--- src/rtl/pipe_stage_reg.sv ---
// Valid/ready pipeline stage register with one skid entry, so the upstream ready never depends
// combinationally on the downstream ready. Supports flush (redirect) and a masked bubble control.
module pipe_stage_reg #(
    parameter int unsigned       DATA_W      = 32,
    parameter int unsigned       CTRL_W      = 16,
    parameter logic [CTRL_W-1:0] BUBBLE_CTRL = '0
) (
    input  logic              clk,
    input  logic              reset,
    input  logic              flush,

    input  logic              in_valid,
    output logic              in_ready,
    input  logic [DATA_W-1:0] in_data,
    input  logic [CTRL_W-1:0] in_ctrl,

    output logic              out_valid,
    input  logic              out_ready,
    output logic [DATA_W-1:0] out_data,
    output logic [CTRL_W-1:0] out_ctrl,

    output logic [1:0]        occupancy
);

    typedef enum logic [1:0] {
        StEmpty = 2'd0,
        StOne   = 2'd1,
        StFull  = 2'd2
    } state_e;

    state_e            state_q, state_d;
    logic              in_ready_q, in_ready_d;
    logic [DATA_W-1:0] main_data_q, main_data_d;
    logic [CTRL_W-1:0] main_ctrl_q, main_ctrl_d;
    logic [DATA_W-1:0] skid_data_q, skid_data_d;
    logic [CTRL_W-1:0] skid_ctrl_q, skid_ctrl_d;

    logic accept;
    logic pop;

    assign accept = in_valid & in_ready_q;
    assign pop    = out_valid & out_ready;

    always_comb begin
        state_d     = state_q;
        main_data_d = main_data_q;
        main_ctrl_d = main_ctrl_q;
        skid_data_d = skid_data_q;
        skid_ctrl_d = skid_ctrl_q;

        if (flush) begin
            // Redirect: drop everything, including an entry offered this cycle.
            state_d = StEmpty;
        end else begin
            unique case (state_q)
                StEmpty: begin
                    if (accept) begin
                        state_d     = StOne;
                        main_data_d = in_data;
                        main_ctrl_d = in_ctrl;
                    end
                end
                StOne: begin
                    if (accept && !pop) begin
                        state_d     = StFull;
                        skid_data_d = in_data;
                        skid_ctrl_d = in_ctrl;
                    end else if (pop && !accept) begin
                        state_d = StEmpty;
                    end else if (accept && pop) begin
                        main_data_d = in_data;
                        main_ctrl_d = in_ctrl;
                    end
                end
                StFull: begin
                    if (pop) begin
                        state_d     = StOne;
                        main_data_d = skid_data_q;
                        main_ctrl_d = skid_ctrl_q;
                    end
                end
                default: state_d = StEmpty;
            endcase
        end

        // Registered ready: computed from the next state so it is valid the cycle it is needed.
        in_ready_d = (state_d != StFull);
    end

    always_ff @(posedge clk) begin
        if (reset) begin
            state_q     <= StEmpty;
            in_ready_q  <= 1'b1;
            main_data_q <= '0;
            main_ctrl_q <= '0;
            skid_data_q <= '0;
            skid_ctrl_q <= '0;
        end else begin
            state_q     <= state_d;
            in_ready_q  <= in_ready_d;
            main_data_q <= main_data_d;
            main_ctrl_q <= main_ctrl_d;
            skid_data_q <= skid_data_d;
            skid_ctrl_q <= skid_ctrl_d;
        end
    end

    assign in_ready  = in_ready_q;
    assign out_valid = (state_q != StEmpty);
    assign out_data  = main_data_q;
    assign out_ctrl  = out_valid ? main_ctrl_q : BUBBLE_CTRL;

    always_comb begin
        occupancy = 2'd0;
        unique case (state_q)
            StEmpty: occupancy = 2'd0;
            StOne:   occupancy = 2'd1;
            StFull:  occupancy = 2'd2;
            default: occupancy = 2'd0;
        endcase
    end

endmodule
--- config.mk ---
export PLATFORM = sky130hd
export DESIGN_NAME = pipe_stage_reg
export DESIGN_NICKNAME = d
export VERILOG_FILES = /design/src/rtl/pipe_stage_reg.sv
export SDC_FILE = /design/constraint.sdc
export NUM_CORES = 1
export LEC_CHECK = 0
export BUFFER_PORTS_ARGS = -buffer_cell sky130_fd_sc_hd__buf_2
export CAP_MARGIN = 30
export CORE_ASPECT_RATIO = 1.75
export CORE_MARGIN = 2
export CORE_UTILIZATION = 47
export DETAILED_ROUTE_END_ITERATION = 16
export HOLD_SLACK_MARGIN = 0.06
export PLACE_DENSITY = 0.71
export SETUP_SLACK_MARGIN = 0.02
export SKIP_LAST_GASP = 1
export SYNTH_ARGS = -nofsm -noshare
export SYNTH_HDL_FRONTEND = slang
export SYNTH_SLANG_ARGS = --single-unit
--- constraint.sdc ---
create_clock -name clk -period 1.48 [get_ports clk]
set_input_delay 0.296 -clock clk [delete_from_list [all_inputs] [get_ports clk]]
set_output_delay 0.296 -clock clk [all_outputs]
set_load 0.02 [all_outputs]
==> results by group <==
Detailed routing
  • WL/cell: 21.3 µm
  • DRC errors left: 0
  • DR vias/cell: 5.72
  • DRT antenna net count: 0
  • Via count: roughly 4,200
  • DRT Wirelength: 15,500 µm
  • Drt first pass iters: 4
  • DR iter-0 viols: roughly 260

Finish
  • Final Instance Area: between 0.006 and 0.007 mm²
  • Fraction of layout cells with a size suffix above 1: 0.583
  • Commonest non-fill, non-tap cells in the layout: 96 x dfxtp_1, 92 x buf_2, 58 x nand2_1, 45 x mux2i_1, 38 x a211oi_2
  • Most common cell after layout, fill and taps aside: dfxtp_1
  • Nets@finish: 659
  • Syn-to-layout area delta: 68.7%

Die
  • Site Rows: 44
  • Num ports: between 100 and 150
  • DIE AREA: 0.00931 mm²
  • Initial core utilization: 0.482
  • Die Y-Extent: between 100 and 150 µm
  • Core area: ~0.0083 mm²
  • Die W: around 74 µm

Clock tree
  • Clock transition at the registers of the reported paths: 0.07 ns
  • # hold bufs at CTS: 0
  • TritonCTS clock tree: yes
  • Clock Tree Root: clkbuf_16
  • Htree depth: 3
  • CTS Buf Count: 9
  • Clk buf depth: 2
  • Clock Latency Late Sink: roughly 0.35 ns
  • Clock sinks: 99

Logic synthesis
  • Post-synth EDFFs: 0
  • YS warnings: 0
  • Cell taking the most area after synthesis: dfxtp_1
  • Top post-synthesis cells by area: dfxtp_1 49%, mux2i_1 12%, nand2_1 9.2%
  • Asr flop ratio synth: 0
  • Mean Syn Cell Area: 8.69 µm²
  • #FFs+latches synth: 99
  • Main synth FF type: dfxtp_1
  • Area of the mapped netlist: 0.00401 mm²
  • Seq/Total Area, Yosys: 0.495
  • Synth cell types: 19
  • Syn nets: ~500
  • Area share of the largest cell type after synthesis: 0.495
  • Gate Count Post-Synth: 461

Setup path
  • Required @ worst endpoint: 1.75 ns
  • Most numerous cell on the critical path: buf_4
  • Arrival @ worst endpoint: between 2 and 2.5 ns
  • Startpoint Class: register
  • Slowest CP cell: dfxtp_2
  • Worst path max stage delay: 0.35 ns
  • R2r setup slk: -0.27 ns
  • Critical Path Fanout Max: 7
  • Crit end category: register
  • CP Cell Sequence: buf_4 > nand4b_1 > buf_4 > nor3_4 > buf_6 > buf_8 > buf_12 > nand2_1 > a21oi_2
  • Critical path type: reg -> reg

Job
  • Total of max-cap violations: 0

GRT
  • Vias in the first global route: 3,637
  • GRT Total Usage: 0.261
  • Largest net degree at the start of global routing: 42
  • Total gr overflow: 0
  • First-pass GRT wire length: 18,500 µm
  • Initial antenna violation count: 1

Power and ir drop
  • Pint: 4.51 mW
  • Combinational Power Share: 0.179
  • P_leak: 2.93 nW
  • P_sw: 1.73 mW
  • Power Density: 923 mW/mm²
  • Sw Share: 0.278
  • Max IR drop VDD: 0.652 mV
  • Overall Power: 6.24 mW
  • Sequential Power Share: 0.460
  • Clk pwr share: 0.361

Timing
  • Max-slew violations: 0
  • Final setup vio count: 115
  • Unrepaired setup endpoints after global routing: yes
  • Crit path time final: 1.75 ns
  • Fmax: 570 MHz
  • Tcrit/Tclk final: 1.19
  • Final WS setup: -0.274 ns
  • Fin. Hold Viols: 0
  • Worst Tran Pin Value: approximately 0.63 ns
  • Clk_skew: 0.0110 ns
  • Slew HR: 0.579

Outcome
  • Status: finished, violations left
  • Failing checks: setup timing

Hold path
  • Hold Path Class: in -> reg

Place
  • DP HPWL: 6310 µm
  • Dpl ws: -0.121 ns
  • Routability cong.: 0.788
  • DP Area: 0.00478 mm²
  • IO buf count: 104
[power by group through the flow]
| stage | clock (mW) | sequential (mW) | combinational, mW |
|---|---|---|---|
| global route | 2.36 | 2.88 | 1.16 |
| CTS | 2.22 | 2.83 | 0.802 |
| detailed placement | 0 | 2.89 | 0.642 |
| finish | 2.25 | 2.87 | 1.11 |
| global placement | 0 | 2.88 | 0.624 |
| floorplan | 0 | 2.96 | 0.312 |
[through the flow]
stage          cells  hold slack, ns  TNS (ns)  utilization
6_report         728           0.198    -14.85        0.813
5_1_grt          728           0.196    -19.88        0.813
4_1_cts          709           0.192    -11.53        0.699
3_5_place_dp     664           0.446     -4.60        0.575
3_3_place_gp     664           0.440    -0.503        0.575
2_1_floorplan    461           0.373    -0.470            -
[critical path, delay by kind of cell, from the launching register on]
| kind | cells | cell delay (ns) |
|---|---|---|
| compound gates | 1 | 0.15 |
| buf+inv | 5 | 0.71 |
| flops | 1 | 0.35 |
| simple gates | 3 | 0.46 |
[metal layers]
| metal | part of all wire | vias up | global-route usage |
|---|---|---|---|
| met3 | 0.047 | 45 | 0.0440 |
| met4 | 0.048 | 0 | 0.117 |
| met1 | 0.38 | 2072 | 0.307 |
| met2 | 0.52 | 171 | 0.449 |
| li1 | - | 1875 | - |
| met5 | 0 | - | 0 |
[flip-flops by register name, summed over array words and instances (netlist names)]
signal / count
in_ready: 1
state_q: 2
skid_data_q: 32
skid_ctrl_q: 16
out_data: 32
main_ctrl_q: 16
[cells in the mapped netlist, drive strengths merged, types with 2 or more instances]
| cell | count |
|---|---|
| nand2 | 98 |
| dfxtp | 99 |
| mux2i | 49 |
| clkbuf | 18 |
| nor2 | 49 |
| a211oi | 48 |
| inv | 3 |
| nor3 | 2 |
| buf | 21 |
| a21oi | 48 |
| nor2b | 18 |
[cell type report]
cell class / instances / area (µm²)
antenna: 2 / 5.00
clock buffer: 11 / 253
clock inverter: 5 / 27.5
fill: 453 / 1550
inverter: 3 / 13.8
multi-input combinational: 320 / 2670
sequential: 99 / 1990
tap: 115 / 144
timing repair buffer: 173 / 1660
[cell families after synthesis]
logic type	share of synthesized area
and+or+nand+nor	0.176
AOI/OAI and AO/OA	0.161
DFF	0.495
muxes	0.122
buffers and inverters	0.0459
[what timing repair did]
action	4_1_cts	5_1_grt
setup buffers	15	13
setup endpoints to repair	115	117
pin swaps	17	77
gates cloned	14	7
gates resized for setup	79	194
[final timing paths]
path	end	cells after the start	startpoint
max	skid_data_q[13]	9	state_q[0]
min	skid_data_q[4]	3	in_data[4]
max reg2reg	skid_data_q[13]	9	state_q[0]
min reg2reg	skid_data_q[8]	2	skid_data_q[8]
Power figures use the tool's default switching activity.
